--- src/rtl/imem_loader.sv ---
// Boot-time instruction memory loader: byte-serial stream -> 32-bit imem writes, core held in reset until done.
// Optional checksum byte after the data is enabled by defining IMEM_LOADER_CHECKSUM_EN.
//
// state   | meaning
// IDLE    | waiting for start after reset, core held in reset
// HDR     | accepting header byte N (word count)
// DATA    | accepting 4*N data bytes, MSB first
// CSUM    | accepting XOR checksum byte (IMEM_LOADER_CHECKSUM_EN only)
// FLUSH   | one cycle for the final write to land
// DONE    | load complete, core released
// ERR     | bad header or checksum, core held in reset
module imem_loader #(
  parameter int DEPTH = 32,
  parameter int CNT_W = 6
) (
  input  logic             clk,
  input  logic             reset,
  input  logic             start,
  input  logic             rx_valid,
  input  logic [7:0]       rx_data,
  output logic             rx_ready,
  output logic             imem_we,
  output logic [31:0]      imem_addr,
  output logic [31:0]      imem_wdata,
  output logic             cpu_reset,
  output logic             busy,
  output logic             done,
  output logic             error,
  output logic [CNT_W-1:0] words_loaded
);

  typedef enum logic [2:0] {
    S_IDLE  = 3'd0,
    S_HDR   = 3'd1,
    S_DATA  = 3'd2,
    S_FLUSH = 3'd3,
    S_DONE  = 3'd4,
    S_ERR   = 3'd5
`ifdef IMEM_LOADER_CHECKSUM_EN
    , S_CSUM = 3'd6
`endif
  } state_t;

  state_t           state_q, state_d;
  logic [1:0]       byte_cnt_q, byte_cnt_d;
  logic [CNT_W-1:0] word_idx_q, word_idx_d;
  logic [CNT_W-1:0] n_q, n_d;
  logic [31:0]      asm_q, asm_d;
  logic             rx_ready_q, rx_ready_d;
  logic             imem_we_q, imem_we_d;
  logic [31:0]      imem_addr_q, imem_addr_d;
  logic [31:0]      imem_wdata_q, imem_wdata_d;
  logic             cpu_reset_q, cpu_reset_d;
  logic             busy_q, busy_d;
  logic             done_q, done_d;
  logic             error_q, error_d;
  logic             xfer;
  state_t           end_state;
`ifdef IMEM_LOADER_CHECKSUM_EN
  logic [7:0]       csum_q, csum_d;
`endif

`ifdef IMEM_LOADER_CHECKSUM_EN
  assign end_state = S_CSUM;
`else
  assign end_state = S_FLUSH;
`endif

  // rx_ready_q is the registered handshake output, so it also qualifies the transfer
  assign xfer = rx_valid && rx_ready_q;

  always_comb begin
    state_d      = state_q;
    byte_cnt_d   = byte_cnt_q;
    word_idx_d   = word_idx_q;
    n_d          = n_q;
    asm_d        = asm_q;
    imem_we_d    = 1'b0;
    imem_addr_d  = imem_addr_q;
    imem_wdata_d = imem_wdata_q;
`ifdef IMEM_LOADER_CHECKSUM_EN
    csum_d       = csum_q;
`endif
    case (state_q)
      S_IDLE, S_DONE, S_ERR: begin
        if (start) begin
          state_d    = S_HDR;
          byte_cnt_d = 2'd0;
          word_idx_d = '0;
`ifdef IMEM_LOADER_CHECKSUM_EN
          csum_d     = 8'd0;
`endif
        end
      end
      S_HDR: begin
        if (xfer) begin
`ifdef IMEM_LOADER_CHECKSUM_EN
          csum_d = rx_data;
`endif
          if (rx_data == 8'd0) begin
            state_d = end_state;
          end else if ({24'd0, rx_data} > 32'(DEPTH)) begin
            state_d = S_ERR;
          end else begin
            n_d     = rx_data[CNT_W-1:0];
            state_d = S_DATA;
          end
        end
      end
      S_DATA: begin
        if (xfer) begin
          asm_d      = {asm_q[23:0], rx_data};
          byte_cnt_d = byte_cnt_q + 2'd1;
`ifdef IMEM_LOADER_CHECKSUM_EN
          csum_d     = csum_q ^ rx_data;
`endif
          if (byte_cnt_q == 2'd3) begin
            imem_we_d    = 1'b1;
            imem_addr_d  = {{(30-CNT_W){1'b0}}, word_idx_q, 2'b00};
            imem_wdata_d = asm_d;
            word_idx_d   = word_idx_q + CNT_W'(1);
            if (word_idx_d == n_q) state_d = end_state;
          end
        end
      end
`ifdef IMEM_LOADER_CHECKSUM_EN
      S_CSUM: begin
        if (xfer) state_d = (rx_data == csum_q) ? S_FLUSH : S_ERR;
      end
`endif
      S_FLUSH: state_d = S_DONE;
      default: state_d = S_IDLE;
    endcase

    // outputs are registered from the next state so they line up with state_q
    rx_ready_d  = (state_d == S_HDR) || (state_d == S_DATA);
`ifdef IMEM_LOADER_CHECKSUM_EN
    rx_ready_d  = rx_ready_d || (state_d == S_CSUM);
`endif
    busy_d      = rx_ready_d || (state_d == S_FLUSH);
    done_d      = (state_d == S_DONE);
    error_d     = (state_d == S_ERR);
    cpu_reset_d = (state_d != S_DONE);
  end

  always_ff @(posedge clk) begin
    if (!reset) begin
      state_q      <= S_IDLE;
      byte_cnt_q   <= 2'd0;
      word_idx_q   <= '0;
      n_q          <= '0;
      asm_q        <= 32'd0;
      rx_ready_q   <= 1'b0;
      imem_we_q    <= 1'b0;
      imem_addr_q  <= 32'd0;
      imem_wdata_q <= 32'd0;
      cpu_reset_q  <= 1'b1;
      busy_q       <= 1'b0;
      done_q       <= 1'b0;
      error_q      <= 1'b0;
`ifdef IMEM_LOADER_CHECKSUM_EN
      csum_q       <= 8'd0;
`endif
    end else begin
      state_q      <= state_d;
      byte_cnt_q   <= byte_cnt_d;
      word_idx_q   <= word_idx_d;
      n_q          <= n_d;
      asm_q        <= asm_d;
      rx_ready_q   <= rx_ready_d;
      imem_we_q    <= imem_we_d;
      imem_addr_q  <= imem_addr_d;
      imem_wdata_q <= imem_wdata_d;
      cpu_reset_q  <= cpu_reset_d;
      busy_q       <= busy_d;
      done_q       <= done_d;
      error_q      <= error_d;
`ifdef IMEM_LOADER_CHECKSUM_EN
      csum_q       <= csum_d;
`endif
    end
  end

  assign rx_ready     = rx_ready_q;
  assign imem_we      = imem_we_q;
  assign imem_addr    = imem_addr_q;
  assign imem_wdata   = imem_wdata_q;
  assign cpu_reset    = cpu_reset_q;
  assign busy         = busy_q;
  assign done         = done_q;
  assign error        = error_q;
  assign words_loaded = word_idx_q;

endmodule
--- config.mk ---
export PLATFORM = sky130hd
export DESIGN_NAME = imem_loader
export DESIGN_NICKNAME = d
export VERILOG_FILES = /design/src/rtl/imem_loader.sv
export SDC_FILE = /design/constraint.sdc
export NUM_CORES = 1
export LEC_CHECK = 0
export ABC_AREA = 1
export ABC_CLOCK_PERIOD_IN_PS = 3800
export CAP_MARGIN = 30
export CORE_ASPECT_RATIO = 1.25
export CORE_MARGIN = 3
export CORE_UTILIZATION = 30
export CTS_CLUSTER_DIAMETER = 120
export DETAILED_ROUTE_END_ITERATION = 10
export PLACE_DENSITY = 0.55
export SETUP_SLACK_MARGIN = 0.3
export SYNTH_ARGS = -nofsm -noshare
export SYNTH_HDL_FRONTEND = slang
export SYNTH_SLANG_ARGS = --single-unit
--- constraint.sdc ---
create_clock -name clk -period 3.8 [get_ports clk]
set_clock_uncertainty 0.1 [all_clocks]
set_input_delay 0.76 -clock clk [delete_from_list [all_inputs] [get_ports clk]]
set_output_delay 0.76 -clock clk [all_outputs]
set_load 0.01 [all_outputs]
# Word-level counts from Yosys, hierarchy flattened
# Index checks and enable logic that the tools add are counted.
# Widths: inputs -> output; s select.
# totals
ff_bits	85
latch_bits	0
mem_bits_rw	0
romBits	0
wordCells	63
memories	0
# op_classes
n_addsub	2
n_mul	0
div	0
order_cmp	1
eq_ne	16
shift	0
mux	16
bitwise	2
n_reduce_logical	13
# op_table
op	count
$mux 3	7
$mux 6	3
$eq 3x2->1 const B	4
$eq 3x3->1 const B	4
$pmux 3 s4	1
$pmux 6 s2	1
$reduce_and 3->1	3
$gt 8x6->1 const B	1
$logic_not 8->1	1
$reduce_and 4->1	2
$add 6x1->6 const B	1
$eq 3x1->1 const B	2
$eq 6x6->1	1
$ne 2x2->1 const B	3
$mux 2	2
$pmux 2 s2	1
$logic_not 3->1	1
$ne 3x3->1 const B	1
$reduce_or 3->1	1
$add 2x1->2 const B	1
$eq 2x2->1 const B	1
$logic_or 1x1->1	2
$not 1->1	2
$reduce_and 2->1	1
3 further kinds	3

# Longest topological paths before layout
# depth
ltp_word	9
depth_mapped	12
mapped_depth_nobuf	12

# Least setup slack after synthesis
# OpenSTA, ideal clock, no wires.
# synth_path
kind	input port to flip-flop
start	input rx_valid
end	register imem_addr_q[2] (netlist: imem_addr[2])
setup_time_ns	0.116
arrival_ns	1.572
t_required_ns	3.584
slack_ns	2.012
cell_stages	8
path_cell_list	nand2_1 nor2_1 nand2_2 inv_1 buf_4 buf_6 o21ai_0 nor2_1
# synth_between
elab_chain_len	2
# synth_rtl
element	line_no	source
from (decl)	19	input logic rx_valid,
$logic_and 1x1->1	70	assign xfer = rx_valid && rx_ready_q;
$reduce_and 3->1 (no line)	-	
to (signal assigned)	172	imem_addr_q <= imem_addr_d;
to (decl)	51	logic [31:0] imem_addr_q, imem_addr_d;
# Every way passes these cells.
# A chain may end at the register's enable or synchronous reset.

# Final worst setup path
# layout_path
start	input rx_valid
end	register imem_wdata_q[23] (netlist: imem_wdata[23])
# layout_between
elab_chain_len	2
# layout_rtl
element	line_no	source
$logic_and 1x1->1	70	
$reduce_and 3->1 (no line)	-	
to (signal assigned)	173	imem_wdata_q <= imem_wdata_d;
to (decl)	52	logic [31:0] imem_wdata_q, imem_wdata_d;
# Every way passes these cells.

==> parameters.txt <==
Parameter                              Value

Setup path
  CP Data Arrival Time ... 2870 ps
  Critical-path cell list ... clkdlybuf4s50_1 -> nand2_1 -> nor2_1 -> nand2_2 -> inv_1 -> buf_4 -> o21ai_0 -> a21oi_1
  CP Capture Type ... register
  Kind of cell with the highest combined delay on the critical path ... buffers and inverters
  Longest individual stage delay on the worst path ... 460 ps
  Master of the slowest instance on the critical path ... sky130_fd_sc_hd__clkdlybuf4s50_1
  Crit path launch type ... primary input
  CP bufs+invs ... 3
  WS Path Type ... primary input to register
  Worst Path Required ... 3950 ps
  Largest driver fanout on the critical path ... 24

Timing
  Final worst setup slack ... 1080 ps
  Worst max-slew margin expressed relative to the limit ... 41.3%
  Final setup viols ... 0
  Final hold violation count ... 0
  Actual transition at the worst max-transition pin ... 879 ps
  Time the final worst path needs with I/O delays and setup ... 2720 ps
  Highest Clock Rate ... 0.368 GHz
  Setup TNS ... 0 ps
  Fin crit share ... 71.5%
  Max Transition Viols Final ... 0
  Setup repair after global routing missed its margin ... no

Power and ir drop
  Cell-internal power ... 1.37 mW
  VDD IR-drop max ... 0.167 mV
  Switching power of the nets ... 0.396 mW
  Combinational power share ... 5.7%
  Total Power Consumption ... 1.76 mW
  Leak ... 1.71 nW
  Sequential share of power ... 51.2%
  Sw frac ... 22.5%
  Power per cell area ... 413 nW/um^2
  Clk network pwr share ... 43.1%

Cells and area
  Commonest cells after routing, fill and taps aside ... sky130_fd_sc_hd__dfxtp_1 (85), sky130_fd_sc_hd__o21ai_0 (64), sky130_fd_sc_hd__nor2_1 (62)
  Most common library cell in the layout ignoring fill and taps ... sky130_fd_sc_hd__dfxtp_1
  Layout net count ... 514
  Area of combinational cells with multiple inputs ... 1360 sq um
  Register cell area after layout ... 1700 sq um
  Area added between synthesis and finish ... 24.3%
  Number of filler cells placed in the layout ... 1155
  Fraction of layout instances using a drive strength above 1 ... 5.37%
  Diodes inserted ... 0

Floorplanning
  Cell row count ... 43
  Overall die area ... 12800 sq um
  Die height ... 126 um
  Floorplan Core Area ... 11100 sq um
  Chip width ... 102 um
  Number of placed I/O pins ... 88
  Initial Utilization ... 30.8%

Detailed routing
  Violation count after the first detailed-routing iteration ... 147
  Total wirelength of the detailed-routed design ... 8120 um
  Wire length per cell ... 12.7 um
  Initial DRT Pass Iterations ... 4
  Vias per Instance ... 4.49
  Final antenna-violating net count ... 0
  Final routed DRC violation total ... 0
  Number of vias after detailed routing ... 2866

Synthesis
  Netlist area before placement ... 3430 sq um
  Top-area cell type share of the netlist area ... 49.6%
  Gate count after technology mapping ... 446
  Average size of a mapped cell ... 7.70 sq um
  Proportion of synthesized chip area in sequential cells ... 49.6%
  Number of synthesized register bits ... 85
  Warning count from the yosys run ... 0
  Biggest area contributors in the synthesized netlist ... sky130_fd_sc_hd__dfxtp_1 (50%), sky130_fd_sc_hd__o21ai_0 (9.3%), sky130_fd_sc_hd__a21oi_1 (7.1%)
  Number of distinct standard cells referenced by the synthesized netlist ... 27
  Library cell with the largest summed area after synthesis ... sky130_fd_sc_hd__dfxtp_1

Clocking
  Number of clock buffers inserted by TritonCTS ... 9
  H-Tree Depth ... 3
  Clock-pin slew of the registers on the worst-case setup and hold paths ... 60 ps
  Worst-skew pair later-pin latency ... 320 ps
  CTS tree ... done
  Total of cells resized after clock tree synthesis ... 0
  CTS Sinks ... 85
  Clock tree root buffer cell ... sky130_fd_sc_hd__clkbuf_16
  Worst-case clock buffer depth ... 2
  Hold Buf Count CTS ... 0
  Number of buffers inserted by post-CTS setup repair ... 0

Outcome
  Outcome ... finished, final reports clean

Hold path
  HP Class ... register to register

Global routing
  First-pass GRT wire length ... 13400 um
  All-layer global routing usage ... 13.1%
  Antenna violations before repair ... 0
  Vias in the first global route ... 2731
  Largest net degree at the start of global routing ... 66
  Overflow left after global routing ... 0

Job
  MaxCap Viol Count ... 0

Placed design
  Count of input and output buffers ... 61
  Detail Placement HPWL ... 5650 um
  Last weighted congestion value of the routability-driven placer ... 0.794
  Worst setup timing slack at the placement stage ... 696 ps
## registers in the layout (all words and copies together), names as in the netlist, 2 cells and up
signal,count
asm_q,24
byte_cnt_q,2
imem_addr,6
imem_wdata,32
n_q,6
state_q,3
words_loaded,6
## per-stage QoR
stage,cells,hold slack (ps),util (%),cell area [sq um]
5_1_grt,638,386,38.3,4270
4_1_cts,638,361,38.3,4270
2_1_floorplan,471,336,-,3530
3_3_place_gp,624,350,36.1,4020
6_report,638,356,38.3,4270
3_5_place_dp,624,352,36.1,4020
## cell type report
type                    instances  area share, %
repair buffers                 65           14.9
well taps                     135           3.96
clock inverters                 3          0.352
flip-flops and latches         85           39.9
inverters                      41           3.63
clock buffers                  11           5.45
multi-input cells             298           31.9
## worst min-delay path, stage by stage (launching register included)
cell,delay [ps]
sky130_fd_sc_hd__dfxtp_1,300
sky130_fd_sc_hd__nand2_1,60
sky130_fd_sc_hd__a21oi_1,50
## synthesized netlist by cell type
cell,instances
sky130_fd_sc_hd__o211a_1,1
sky130_fd_sc_hd__clkbuf_2,1
sky130_fd_sc_hd__o21ai_1,1
sky130_fd_sc_hd__o211ai_2,1
sky130_fd_sc_hd__buf_2,4
sky130_fd_sc_hd__ha_1,2
sky130_fd_sc_hd__o21ai_0,64
sky130_fd_sc_hd__nand4_1,4
sky130_fd_sc_hd__nand3_1,23
sky130_fd_sc_hd__clkbuf_1,11
sky130_fd_sc_hd__nand2_2,2
sky130_fd_sc_hd__conb_1,1
sky130_fd_sc_hd__nor3_2,1
sky130_fd_sc_hd__buf_4,28
sky130_fd_sc_hd__buf_6,3
sky130_fd_sc_hd__dfxtp_1,85
sky130_fd_sc_hd__nor2_1,62
sky130_fd_sc_hd__o21ai_2,1
sky130_fd_sc_hd__clkinv_2,1
sky130_fd_sc_hd__inv_2,1
sky130_fd_sc_hd__nor3_1,1
sky130_fd_sc_hd__clkinv_1,1
sky130_fd_sc_hd__inv_1,38
sky130_fd_sc_hd__nor2_2,3
sky130_fd_sc_hd__a21oi_1,49
sky130_fd_sc_hd__nand2_1,56
sky130_fd_sc_hd__a31oi_1,1
## worst paths after layout
kind | depth (start not counted) | startpoint | slack (ps) | end
max | 8 | rx_valid | 1080 | imem_wdata[23]
min | 2 | asm_q[16] | 360 | asm_q[16]
max reg2reg | 8 | byte_cnt_q[0] | 1210 | imem_wdata[23]
min reg2reg | 2 | asm_q[16] | 360 | asm_q[16]
## logic make-up after synthesis
group | share of synthesized area [%]
simple gates | 18.3
compound gates | 17.7
buf+inv | 13.6
flops | 49.6
fa+ha+maj | 0.729
other cells | 0.109
## metal layers
layer | track usage (%) | part of all wire [%]
met5 | 0 | 0
met4 | 3.99 | 1.3
met3 | 2.90 | 4.0
met2 | 21.9 | 49
met1 | 16.6 | 46
## power by group through the flow
stage | clock network [mW] | registers (mW) | logic (mW)
floorplan | 0 | 0.924 | 0.0816
global placement | 0 | 0.922 | 0.0999
detailed placement | 0 | 0.922 | 0.100
CTS | 0.782 | 0.902 | 0.101
global route | 0.822 | 0.903 | 0.114
finish | 0.759 | 0.902 | 0.100
No activity file was read; power rests on OpenSTA's default activity.
